==> config.mk <==
export PLATFORM = sky130hd
export DESIGN_NAME = cxu_dispatch_flat
export DESIGN_NICKNAME = d
export VERILOG_FILES = /design/src/rtl/cxu_dispatch_if.sv /design/src/rtl/cxu_dispatch.sv /design/src/flat_wrapper.sv
export SDC_FILE = /design/constraint.sdc
export NUM_CORES = 1
export LEC_CHECK = 0
export ABC_AREA = 0
export BUFFER_PORTS_ARGS = -buffer_cell sky130_fd_sc_hd__buf_2
export CAP_MARGIN = 10
export CORE_AREA = 5 5 106 108
export CTS_BUF_LIST = sky130_fd_sc_hd__clkbuf_4 sky130_fd_sc_hd__clkbuf_8
export DETAILED_ROUTE_END_ITERATION = 10
export DIE_AREA = 0 0 111 113
export PLACE_DENSITY = 0.79
export RECOVER_POWER = 25
export SLEW_MARGIN = 20
export SYNTH_ARGS = -nofsm -noshare
export SYNTH_HDL_FRONTEND = slang
export SYNTH_SLANG_ARGS = --single-unit
==> constraint.sdc <==
create_clock -name clk -period 3.6 [get_ports clk]
set_input_delay 0.36 -clock clk [delete_from_list [all_inputs] [get_ports clk]]
set_output_delay 0.36 -clock clk [all_outputs]
set_load 0.02 [all_outputs]
==> src/rtl/cxu_dispatch_if.sv <==
// Bundle of the CPU-side and CXU-side handshake buses around cxu_dispatch.
// slave: the dispatcher's view; master: the view of the surrounding CPU and CXUs.
interface cxu_dispatch_if #(
    parameter int unsigned N_CXUS     = 1,
    parameter int unsigned CXU_ID_W   = 8,
    parameter int unsigned REQ_ID_W   = 10,
    parameter int unsigned STATE_ID_W = 1,
    parameter int unsigned FUNC_ID_W  = 10,
    parameter int unsigned DATA_W     = 32,
    parameter int unsigned STATUS_W   = 3
);
    logic                         req_valid;
    logic                         req_ready;
    logic [CXU_ID_W-1:0]          req_cxu_id;
    logic [REQ_ID_W-1:0]          req_id;
    logic [STATE_ID_W-1:0]        req_state_id;
    logic [FUNC_ID_W-1:0]         req_func_id;
    logic [DATA_W-1:0]            req_data0;
    logic [DATA_W-1:0]            req_data1;

    logic                         resp_valid;
    logic                         resp_ready;
    logic [REQ_ID_W-1:0]          resp_id;
    logic [STATUS_W-1:0]          resp_status;
    logic [DATA_W-1:0]            resp_data;

    logic [N_CXUS-1:0]            cxu_req_valid;
    logic [N_CXUS-1:0]            cxu_req_ready;
    logic [REQ_ID_W-1:0]          cxu_req_id;
    logic [STATE_ID_W-1:0]        cxu_req_state_id;
    logic [FUNC_ID_W-1:0]         cxu_req_func_id;
    logic [DATA_W-1:0]            cxu_req_data0;
    logic [DATA_W-1:0]            cxu_req_data1;

    logic [N_CXUS-1:0]            cxu_resp_valid;
    logic [N_CXUS-1:0]            cxu_resp_ready;
    logic [N_CXUS*REQ_ID_W-1:0]   cxu_resp_id;
    logic [N_CXUS*STATUS_W-1:0]   cxu_resp_status;
    logic [N_CXUS*DATA_W-1:0]     cxu_resp_data;

    modport slave (
        input  req_valid, req_cxu_id, req_id, req_state_id, req_func_id, req_data0, req_data1,
        output req_ready,
        output resp_valid, resp_id, resp_status, resp_data,
        input  resp_ready,
        output cxu_req_valid, cxu_req_id, cxu_req_state_id, cxu_req_func_id,
        output cxu_req_data0, cxu_req_data1,
        input  cxu_req_ready,
        input  cxu_resp_valid, cxu_resp_id, cxu_resp_status, cxu_resp_data,
        output cxu_resp_ready
    );

    modport master (
        output req_valid, req_cxu_id, req_id, req_state_id, req_func_id, req_data0, req_data1,
        input  req_ready,
        input  resp_valid, resp_id, resp_status, resp_data,
        output resp_ready,
        input  cxu_req_valid, cxu_req_id, cxu_req_state_id, cxu_req_func_id,
        input  cxu_req_data0, cxu_req_data1,
        output cxu_req_ready,
        output cxu_resp_valid, cxu_resp_id, cxu_resp_status, cxu_resp_data,
        input  cxu_resp_ready
    );
endinterface

==> src/rtl/cxu_dispatch.sv <==
// Routes CX requests to N_CXUS units and returns responses in request order via a tracking FIFO.
// Optional macro CXU_DISPATCH_ID_CHECK_EN: compare returned tags against the head tag.
module cxu_dispatch #(
    parameter int unsigned N_CXUS          = 1,
    parameter int unsigned CXU_ID_W        = 8,
    parameter int unsigned REQ_ID_W        = 10,
    parameter int unsigned STATE_ID_W      = 1,
    parameter int unsigned FUNC_ID_W       = 10,
    parameter int unsigned DATA_W          = 32,
    parameter int unsigned STATUS_W        = 3,
    parameter int unsigned MAX_OUTSTANDING = 4
) (
    input  logic             clk,
    input  logic             rst,
    cxu_dispatch_if.slave    bus,
    output logic             err_id_mismatch
);
    localparam int unsigned IDX_W = (N_CXUS > 1) ? $clog2(N_CXUS) : 1;
    localparam int unsigned PTR_W = $clog2(MAX_OUTSTANDING);
    localparam int unsigned CNT_W = PTR_W + 1;

    localparam logic [STATUS_W-1:0] ST_ERROR_CXU    = STATUS_W'(1);
    localparam logic [STATUS_W-1:0] ST_ERROR_CUSTOM = STATUS_W'(6);

    typedef struct packed {
        logic [IDX_W-1:0]    idx;
        logic                bad;
        logic [REQ_ID_W-1:0] id;
    } trk_t;

    trk_t             fifo_q [MAX_OUTSTANDING];
    logic [PTR_W-1:0] wr_ptr_q;
    logic [PTR_W-1:0] rd_ptr_q;
    logic [CNT_W-1:0] count_q;

    logic              full;
    logic              empty;
    logic              bad;
    logic              sel_ready;
    logic [N_CXUS-1:0] req_sel;
    logic              push;
    logic              pop;
    trk_t              head;
    trk_t              new_entry;
    logic              id_mis;

    assign full  = (count_q == CNT_W'(MAX_OUTSTANDING));
    assign empty = (count_q == '0);
    assign bad   = (32'(bus.req_cxu_id) >= 32'(N_CXUS));
    assign head  = fifo_q[rd_ptr_q];

    assign new_entry.idx = IDX_W'(bus.req_cxu_id);
    assign new_entry.bad = bad;
    assign new_entry.id  = bus.req_id;

    // Request steering: only the addressed CXU sees valid; out-of-range ids are absorbed locally
    always_comb begin
        sel_ready = 1'b0;
        req_sel   = '0;
        for (int i = 0; i < int'(N_CXUS); i++) begin
            if (!bad && (bus.req_cxu_id == CXU_ID_W'(i))) begin
                sel_ready  = bus.cxu_req_ready[i];
                req_sel[i] = !rst && bus.req_valid && !full;
            end
        end
    end

    assign bus.req_ready        = !rst && !full && (bad || sel_ready);
    assign bus.cxu_req_valid    = req_sel;
    assign bus.cxu_req_id       = bus.req_id;
    assign bus.cxu_req_state_id = bus.req_state_id;
    assign bus.cxu_req_func_id  = bus.req_func_id;
    assign bus.cxu_req_data0    = bus.req_data0;
    assign bus.cxu_req_data1    = bus.req_data1;

    assign push = bus.req_valid && bus.req_ready;

    // Response path: the head entry picks either a local error or one CXU's pass-through
    always_comb begin
        bus.resp_valid     = 1'b0;
        bus.resp_id        = head.id;
        bus.resp_status    = '0;
        bus.resp_data      = '0;
        bus.cxu_resp_ready = '0;
        id_mis             = 1'b0;
        if (!rst && !empty) begin
            if (head.bad) begin
                bus.resp_valid  = 1'b1;
                bus.resp_status = ST_ERROR_CXU;
            end else begin
                for (int i = 0; i < int'(N_CXUS); i++) begin
                    if (head.idx == IDX_W'(i)) begin
                        bus.resp_valid        = bus.cxu_resp_valid[i];
                        bus.resp_id           = bus.cxu_resp_id[i*REQ_ID_W +: REQ_ID_W];
                        bus.resp_status       = bus.cxu_resp_status[i*STATUS_W +: STATUS_W];
                        bus.resp_data         = bus.cxu_resp_data[i*DATA_W +: DATA_W];
                        bus.cxu_resp_ready[i] = bus.resp_ready;
`ifdef CXU_DISPATCH_ID_CHECK_EN
                        id_mis = (bus.cxu_resp_id[i*REQ_ID_W +: REQ_ID_W] != head.id);
`endif
                    end
                end
`ifdef CXU_DISPATCH_ID_CHECK_EN
                if (id_mis) begin
                    bus.resp_status = ST_ERROR_CUSTOM;
                end
`endif
            end
        end
    end

    assign pop = bus.resp_valid && bus.resp_ready;

    // Tracking FIFO storage; contents are don't-care while not counted
    always_ff @(posedge clk) begin
        if (push) begin
            fifo_q[wr_ptr_q] <= new_entry;
        end
    end

    always_ff @(posedge clk) begin
        if (rst) begin
            wr_ptr_q <= '0;
            rd_ptr_q <= '0;
            count_q  <= '0;
        end else begin
            if (push) begin
                wr_ptr_q <= wr_ptr_q + PTR_W'(1);
            end
            if (pop) begin
                rd_ptr_q <= rd_ptr_q + PTR_W'(1);
            end
            case ({push, pop})
                2'b10:   count_q <= count_q + CNT_W'(1);
                2'b01:   count_q <= count_q - CNT_W'(1);
                default: count_q <= count_q;
            endcase
        end
    end

`ifdef CXU_DISPATCH_ID_CHECK_EN
    // Sticky tag-mismatch flag, cleared only by reset
    always_ff @(posedge clk) begin
        if (rst) begin
            err_id_mismatch <= 1'b0;
        end else if (pop && id_mis) begin
            err_id_mismatch <= 1'b1;
        end
    end
`else
    assign err_id_mismatch = 1'b0;
`endif

endmodule

==> src/flat_wrapper.sv <==
// flat-port wrapper written by rule: the top's interface ports become plain ports
module cxu_dispatch_flat 
#(
    parameter int unsigned N_CXUS          = 1,
    parameter int unsigned CXU_ID_W        = 8,
    parameter int unsigned REQ_ID_W        = 10,
    parameter int unsigned STATE_ID_W      = 1,
    parameter int unsigned FUNC_ID_W       = 10,
    parameter int unsigned DATA_W          = 32,
    parameter int unsigned STATUS_W        = 3,
    parameter int unsigned MAX_OUTSTANDING = 4
)
  (clk, rst, err_id_mismatch, bus_req_valid, bus_req_cxu_id, bus_req_id, bus_req_state_id, bus_req_func_id, bus_req_data0, bus_req_data1, bus_req_ready, bus_resp_valid, bus_resp_id, bus_resp_status, bus_resp_data, bus_resp_ready, bus_cxu_req_valid, bus_cxu_req_id, bus_cxu_req_state_id, bus_cxu_req_func_id, bus_cxu_req_data0, bus_cxu_req_data1, bus_cxu_req_ready, bus_cxu_resp_valid, bus_cxu_resp_id, bus_cxu_resp_status, bus_cxu_resp_data, bus_cxu_resp_ready);
  cxu_dispatch_if #(.N_CXUS(N_CXUS), .CXU_ID_W(CXU_ID_W), .REQ_ID_W(REQ_ID_W), .STATE_ID_W(STATE_ID_W), .FUNC_ID_W(FUNC_ID_W), .DATA_W(DATA_W), .STATUS_W(STATUS_W)) bus_i ();
  input  logic clk;
  input  logic rst;
  output logic err_id_mismatch;
  input wire logic [$bits(bus_i.req_valid)-1:0] bus_req_valid;
  input wire logic [$bits(bus_i.req_cxu_id)-1:0] bus_req_cxu_id;
  input wire logic [$bits(bus_i.req_id)-1:0] bus_req_id;
  input wire logic [$bits(bus_i.req_state_id)-1:0] bus_req_state_id;
  input wire logic [$bits(bus_i.req_func_id)-1:0] bus_req_func_id;
  input wire logic [$bits(bus_i.req_data0)-1:0] bus_req_data0;
  input wire logic [$bits(bus_i.req_data1)-1:0] bus_req_data1;
  output wire logic [$bits(bus_i.req_ready)-1:0] bus_req_ready;
  output wire logic [$bits(bus_i.resp_valid)-1:0] bus_resp_valid;
  output wire logic [$bits(bus_i.resp_id)-1:0] bus_resp_id;
  output wire logic [$bits(bus_i.resp_status)-1:0] bus_resp_status;
  output wire logic [$bits(bus_i.resp_data)-1:0] bus_resp_data;
  input wire logic [$bits(bus_i.resp_ready)-1:0] bus_resp_ready;
  output wire logic [$bits(bus_i.cxu_req_valid)-1:0] bus_cxu_req_valid;
  output wire logic [$bits(bus_i.cxu_req_id)-1:0] bus_cxu_req_id;
  output wire logic [$bits(bus_i.cxu_req_state_id)-1:0] bus_cxu_req_state_id;
  output wire logic [$bits(bus_i.cxu_req_func_id)-1:0] bus_cxu_req_func_id;
  output wire logic [$bits(bus_i.cxu_req_data0)-1:0] bus_cxu_req_data0;
  output wire logic [$bits(bus_i.cxu_req_data1)-1:0] bus_cxu_req_data1;
  input wire logic [$bits(bus_i.cxu_req_ready)-1:0] bus_cxu_req_ready;
  input wire logic [$bits(bus_i.cxu_resp_valid)-1:0] bus_cxu_resp_valid;
  input wire logic [$bits(bus_i.cxu_resp_id)-1:0] bus_cxu_resp_id;
  input wire logic [$bits(bus_i.cxu_resp_status)-1:0] bus_cxu_resp_status;
  input wire logic [$bits(bus_i.cxu_resp_data)-1:0] bus_cxu_resp_data;
  output wire logic [$bits(bus_i.cxu_resp_ready)-1:0] bus_cxu_resp_ready;
  assign bus_i.req_valid = bus_req_valid;
  assign bus_i.req_cxu_id = bus_req_cxu_id;
  assign bus_i.req_id = bus_req_id;
  assign bus_i.req_state_id = bus_req_state_id;
  assign bus_i.req_func_id = bus_req_func_id;
  assign bus_i.req_data0 = bus_req_data0;
  assign bus_i.req_data1 = bus_req_data1;
  assign bus_req_ready = bus_i.req_ready;
  assign bus_resp_valid = bus_i.resp_valid;
  assign bus_resp_id = bus_i.resp_id;
  assign bus_resp_status = bus_i.resp_status;
  assign bus_resp_data = bus_i.resp_data;
  assign bus_i.resp_ready = bus_resp_ready;
  assign bus_cxu_req_valid = bus_i.cxu_req_valid;
  assign bus_cxu_req_id = bus_i.cxu_req_id;
  assign bus_cxu_req_state_id = bus_i.cxu_req_state_id;
  assign bus_cxu_req_func_id = bus_i.cxu_req_func_id;
  assign bus_cxu_req_data0 = bus_i.cxu_req_data0;
  assign bus_cxu_req_data1 = bus_i.cxu_req_data1;
  assign bus_i.cxu_req_ready = bus_cxu_req_ready;
  assign bus_i.cxu_resp_valid = bus_cxu_resp_valid;
  assign bus_i.cxu_resp_id = bus_cxu_resp_id;
  assign bus_i.cxu_resp_status = bus_cxu_resp_status;
  assign bus_i.cxu_resp_data = bus_cxu_resp_data;
  assign bus_cxu_resp_ready = bus_i.cxu_resp_ready;
  cxu_dispatch #(.N_CXUS(N_CXUS), .CXU_ID_W(CXU_ID_W), .REQ_ID_W(REQ_ID_W), .STATE_ID_W(STATE_ID_W), .FUNC_ID_W(FUNC_ID_W), .DATA_W(DATA_W), .STATUS_W(STATUS_W), .MAX_OUTSTANDING(MAX_OUTSTANDING)) u_core (.clk(clk), .rst(rst), .bus(bus_i), .err_id_mismatch(err_id_mismatch));
endmodule
==> impl_metrics.json, run 1 <==
{
  "synth.yosys.warnings": 0,
  "design_area_sq_mm": 0.00365,
  "rows": 37,
  "layout-drive-gt1-share": 0.488,
  "crit_path_end_kind": "primary output",
  "syn_inst": 267,
  "worst_slew_pin_slew_ps": 647,
  "antenna_found_initial": 0,
  "wl_per_cell_um": 25.1,
  "gr-total-overflow": 0,
  "hold_viol": 0,
  "num_io_pins": 279,
  "synth_area_sq_mm": 0.00333,
  "min_period_ps": 3180,
  "num-nets-final": 465,
  "ir_drop_v": 0.000180,
  "r2r_end": "u_core.count_q[2]",
  "die_w_um": 111,
  "hold_start": "rst",
  "place_ws_ps": 724,
  "die-area_sq_mm": 0.0125,
  "r2r_slack_ps": 780,
  "port_buffers": 127,
  "setup.worst_path.class": "register to primary output",
  "synth_seq_cells": 57,
  "via_count": 2094,
  "clock_skew_ps": 6.46,
  "cts-root-buf": "clkbuf_8",
  "cap_violations": 0,
  "yosysSeqAreaShare": 0.487,
  "syn_to_final_growth_pct": 9.59,
  "placed_cells": 440,
  "hp-class": "input pin to register",
  "clk_pin_slew_ps": 60,
  "crit_arrival_ps": 2820,
  "post_cts_buffers": 0,
  "status": "finished clean",
  "setup_viol": 0,
  "cts_tree": "yes",
  "coreArea_sq_mm": 0.0101,
  "crit_required_ps": 3240,
  "fin_ws_ps": 421,
  "gp_congestion": 0.823,
  "async_flop_share": 0,
  "cp_max_fo": 38,
  "slew_viol_final": 0,
  "cts.sinks": 57,
  "endpoint": "bus_resp_id[2]",
  "clock_latency_ps": 320,
  "cts_resized": 0,
  "wirelength_mm": 11.4,
  "stdcell_count": 456,
  "die_h_um": 113,
  "grt_pass1_wl_mm": 15.8,
  "synth_area_per_cell_sq_um": 12.5,
  "grt_pass1_vias": 2224,
  "htree_num_levels": 3,
  "grt_max_degree": 39,
  "cts_hold_buf": 0,
  "hpwl_mm": 9.91,
  "leakage_nw": 1.54,
  "grt_usage": 0.175,
  "n_antenna_cell": 0,
  "drt_iter0_markers": 110,
  "ant_nets": 0,
  "mostFrequentLayoutCell": "buf_2",
  "timing.fmax_mhz": 315,
  "fin_crit_sh": 0.883,
  "postPlaceCellArea_sq_mm": 0.00347,
  "initial_core_util": 0.328,
  "drc": 0,
  "clockBufferDepth": 2,
  "powerDensity_mw_per_mm2": 413,
  "layout_common_cells": "buf_2, edfxtp_1, and2_1, mux4_2",
  "reg2reg_depth": 9,
  "fin_util": 0.360,
  "firstDrtPassIters": 4,
  "yosysUniqueCellTypes": 35,
  "relSlewSlack": 0.569,
  "synthesis.nets": 417,
  "startpoint_type": "register",
  "setup_tns_ps": 0,
  "ys.flop_type": "edfxtp_1",
  "synth_edf_count": 48,
  "fill_cells": 988,
  "rsz0062_at_grt": "no",
  "cts_buffers": 9,
  "viasPerCell": 4.59
}
worst max-delay path, cell delays in order, from the launching register on:
cell,delay [ps]
dfxtp_1,350
buf_4,260
mux4_2,590
nor3_4,360
buf_4,380
mux2_2,380
buf_2,160
through the flow:
step	total power [W]	hold slack [ps]
detailed placement	0.000987	471
finish	0.00151	322
global route	0.00157	318
CTS	0.00153	251
floorplan	0.00102	429
global placement	0.000982	446
registers in the layout, summed over array words and instances, names as in the netlist, named ones only:
name and count:
u_core.fifo_q 48, u_core.count_q 3, u_core.rd_ptr_q 2, u_core.wr_ptr_q 2
logic make-up after synthesis:
logic type | after synthesis | share of synthesized area
xor+xnor | 2 | 0.00526
fa+ha+maj | 6 | 0.0248
simple gates | 59 | 0.110
buf+inv | 103 | 0.217
flops | 57 | 0.487
mux | 24 | 0.121
compound gates | 15 | 0.0338
other cells | 1 | 0.00113
layout make-up:
type	count	area [sq um]	area share
Tap cell	136	170	0.0467
Timing Repair Buffer	130	644	0.177
Clock buffer	16	189	0.0518
Sequential cell	57	1620	0.445
Multi-Input combinational cell	107	985	0.270
Inverter	10	37.5	0.0103
layer usage:
layer	part of all wire	vias up	routed length [um]	GRT usage
met2	0.46	189	5270	0.271
met5	0	-	0	0.0118
li1	-	936	-	-
met1	0.33	958	3720	0.175
met4	0.012	0	141	0.0443
met3	0.20	11	2300	0.155
cell usage after synthesis (3+ instances only):
master    number  area [sq um]
and2_1        35           219
edfxtp_1      48          1440
buf_4         86           646
mux2_1         5          56.3
mux2_2         5          56.3
a21oi_1        5          25.0
nor2_1         8          30.0
ha_1           5          62.6
and3_1         4          25.0
dfxtp_1        9           180
clkbuf_2       3          15.0
nand2_1        3          11.3
mux4_2        12           270
o21ai_0        3          15.0
inv_1         10          37.5
how the worst min path moves through the flow:
stage | depth (start not counted) | slack [ps] | to
after CTS | 1 | 250 | u_core.fifo_q[2][4]
final | 2 | 320 | u_core.wr_ptr_q[0]
after detailed placement | 1 | 470 | register
after global routing | 2 | 320 | u_core.wr_ptr_q[1]
after global placement | 1 | 450 | u_core.rd_ptr_q[1]
after floorplan | 1 | 430 | register
power breakdown:
part,internal (W),switching [W],leakage [nW]
logic,0.0000978,0.000128,0.925
registers,0.000733,0.0000106,0.514
clock network,0.000326,0.000211,0.102
total,0.00116,0.000350,1.54
(Power assumes the default switching activity.)
==> inputs of run 2 (changes only) <==
PLACE_DENSITY = 0.82   (was 0.79)
clock period = 2.9 ns   (was 3.6 ns; I/O delays follow)
==> run 2 against run 1 <==
Net effect:
- total power rose by 24%
- largest power group unchanged
- combinational power is 23% higher
- sequential share of layout area is 0.31 points lower
- non-clock buffer count grew 2
- worst hold slack worse by 74 ps
- worst setup slack got worse by 300 ps
- via count is 0.43% lower
==> impl_metrics.json, run 2 (synthesis results as in run 1) <==
{
  "seq_power_share": 0.494,
  "die_w_um": 111,
  "startpoint_type": "register",
  "powerDensity_mw_per_mm2": 510,
  "grt_usage": 0.177,
  "gr-total-overflow": 0,
  "num_io_pins": 279,
  "drc": 0,
  "worst_slew_pin_slew_ps": 662,
  "via_count": 2085,
  "reg2reg_depth": 9,
  "seq_area_sq_mm": 0.00162,
  "crit_required_ps": 3160,
  "grt_use_met1": 0.145,
  "die-area_sq_mm": 0.0125,
  "clockBufferDepth": 2,
  "layout_common_cells": "buf_2, edfxtp_1, and2_1, mux4_2",
  "clock_skew_ps": 5.05,
  "hold_viol": 0,
  "use_met2": 0.314,
  "rsz0062_at_grt": "no",
  "cts_tree": "yes",
  "setup_tns_ps": 0,
  "design_area_sq_mm": 0.00368,
  "setup_viol": 0,
  "crit_path_end_kind": "register",
  "cap_violations": 0,
  "ir_drop_v": 0.000215,
  "cp_max_fo": 4,
  "whs_endpoint": "u_core.count_q[2]",
  "min_period_ps": 2770,
  "n_antenna_cell": 0,
  "fill_cells": 989,
  "gp_congestion": 0.838,
  "rows": 37,
  "crit_path_top_delay_cell": "mux4_2",
  "status": "finished clean",
  "cts.sinks": 57,
  "grt_max_degree": 34,
  "clk_pin_slew_ps": 60,
  "hold_path_depth": 2,
  "p_total_w": 0.00187,
  "crit_arrival_ps": 3030,
  "ant_nets": 0,
  "leakage_nw": 1.56,
  "port_buffers": 127,
  "htree_num_levels": 3,
  "relSlewSlack": 0.559,
  "antenna_found_initial": 0,
  "grt_pass1_wl_mm": 15.6,
  "setup.worst_path.class": "register to register",
  "coreArea_sq_mm": 0.0101,
  "layout-drive-gt1-share": 0.494,
  "grt_pass1_vias": 2174,
  "hp-class": "input pin to register",
  "wirelength_mm": 11.5,
  "slew_viol_final": 0,
  "worst-path-buf-inv": 1,
  "top_regs": "u_core.fifo_q: 48 flops, u_core.count_q: 3 flops",
  "clock_latency_ps": 330,
  "gr-usage-met3": 0.147,
  "internal_power_w": 0.00144,
  "cts-root-buf": "clkbuf_8",
  "postPlaceCellArea_sq_mm": 0.00350,
  "cts_buffers": 9,
  "busiest_layer": "met2",
  "mostFrequentLayoutCell": "buf_2",
  "fin_crit_sh": 0.957,
  "largest_reg_flops": 48,
  "switching_share": 0.232,
  "hold_start": "rst",
  "initial_core_util": 0.328,
  "top_register": "u_core.fifo_q",
  "crit_chain": "mux4_2, o21ba_2, nor3b_4, ha_1, inv_1, fa_1, xor2_1, or3_1, a21oi_1",
  "p_switching_w": 0.000434,
  "drt_iter0_markers": 73,
  "syn_to_final_growth_pct": 10.5,
  "wl_per_cell_um": 25.0,
  "firstDrtPassIters": 4,
  "num-nets-final": 467,
  "cp_top_family": "adder cells",
  "hpwl_mm": 9.98,
  "timing.fmax_mhz": 360,
  "die_h_um": 113,
  "r2r_end": "u_core.count_q[2]",
  "r2r_slack_ps": 130,
  "clock_power_share": 0.358,
  "p_comb_frac": 0.149,
  "multiInputGateArea_sq_um": 985,
  "slowest_delay_ps": 560,
  "viasPerCell": 4.55,
  "path_depth": 9
}
## run 2: metal layers
metal  vias up  part of all wire
met3        15              0.18
met5         -                 0
met1       976              0.27
met4         0             0.017
met2       152              0.53
li1        942                 -
## run 2: cell type report
class,instances,share of cell area
Sequential cell,57,0.441
Multi-Input combinational cell,107,0.268
Timing Repair Buffer,132,0.183
Clock buffer,16,0.0514
Tap cell,136,0.0463
Inverter,10,0.0102
## run 2: power by group through the flow
stage | Sequential, W | Clock [W] | Combinational, W
after floorplan | 0.000938 | 0 | 0.000329
after global placement | 0.000940 | 0 | 0.000278
after detailed placement | 0.000941 | 0 | 0.000284
after CTS | 0.000924 | 0.000693 | 0.000286
after global routing | 0.000927 | 0.000731 | 0.000304
final | 0.000925 | 0.000670 | 0.000278
## run 2: how the worst max path moves through the flow
stage                   from           endpoint  slack, ps
finish              register  u_core.count_q[2]        130
detailed placement  register  u_core.count_q[2]         70
global placement    register  u_core.count_q[2]        150
floorplan           register  u_core.count_q[2]        220
global route        register  u_core.count_q[2]          7
CTS                 register  u_core.count_q[2]         40
## run 2: repair_timing
item                       in CTS  in global routing
setup buffers                   0                  0
setup endpoints to repair       0                  1
resized for setup               0                  1
hold buffers                    0                  0
## run 2: stage by stage
step                std cells  utilization  worst slack [ps]  hold WS [ps]
floorplan                 267            -               220           389
global placement          442        0.345               150           460
detailed placement        442        0.345              65.9           476
CTS                       458        0.364              44.2           174
global route              458        0.363              7.41           238
finish                    458        0.363               126           248
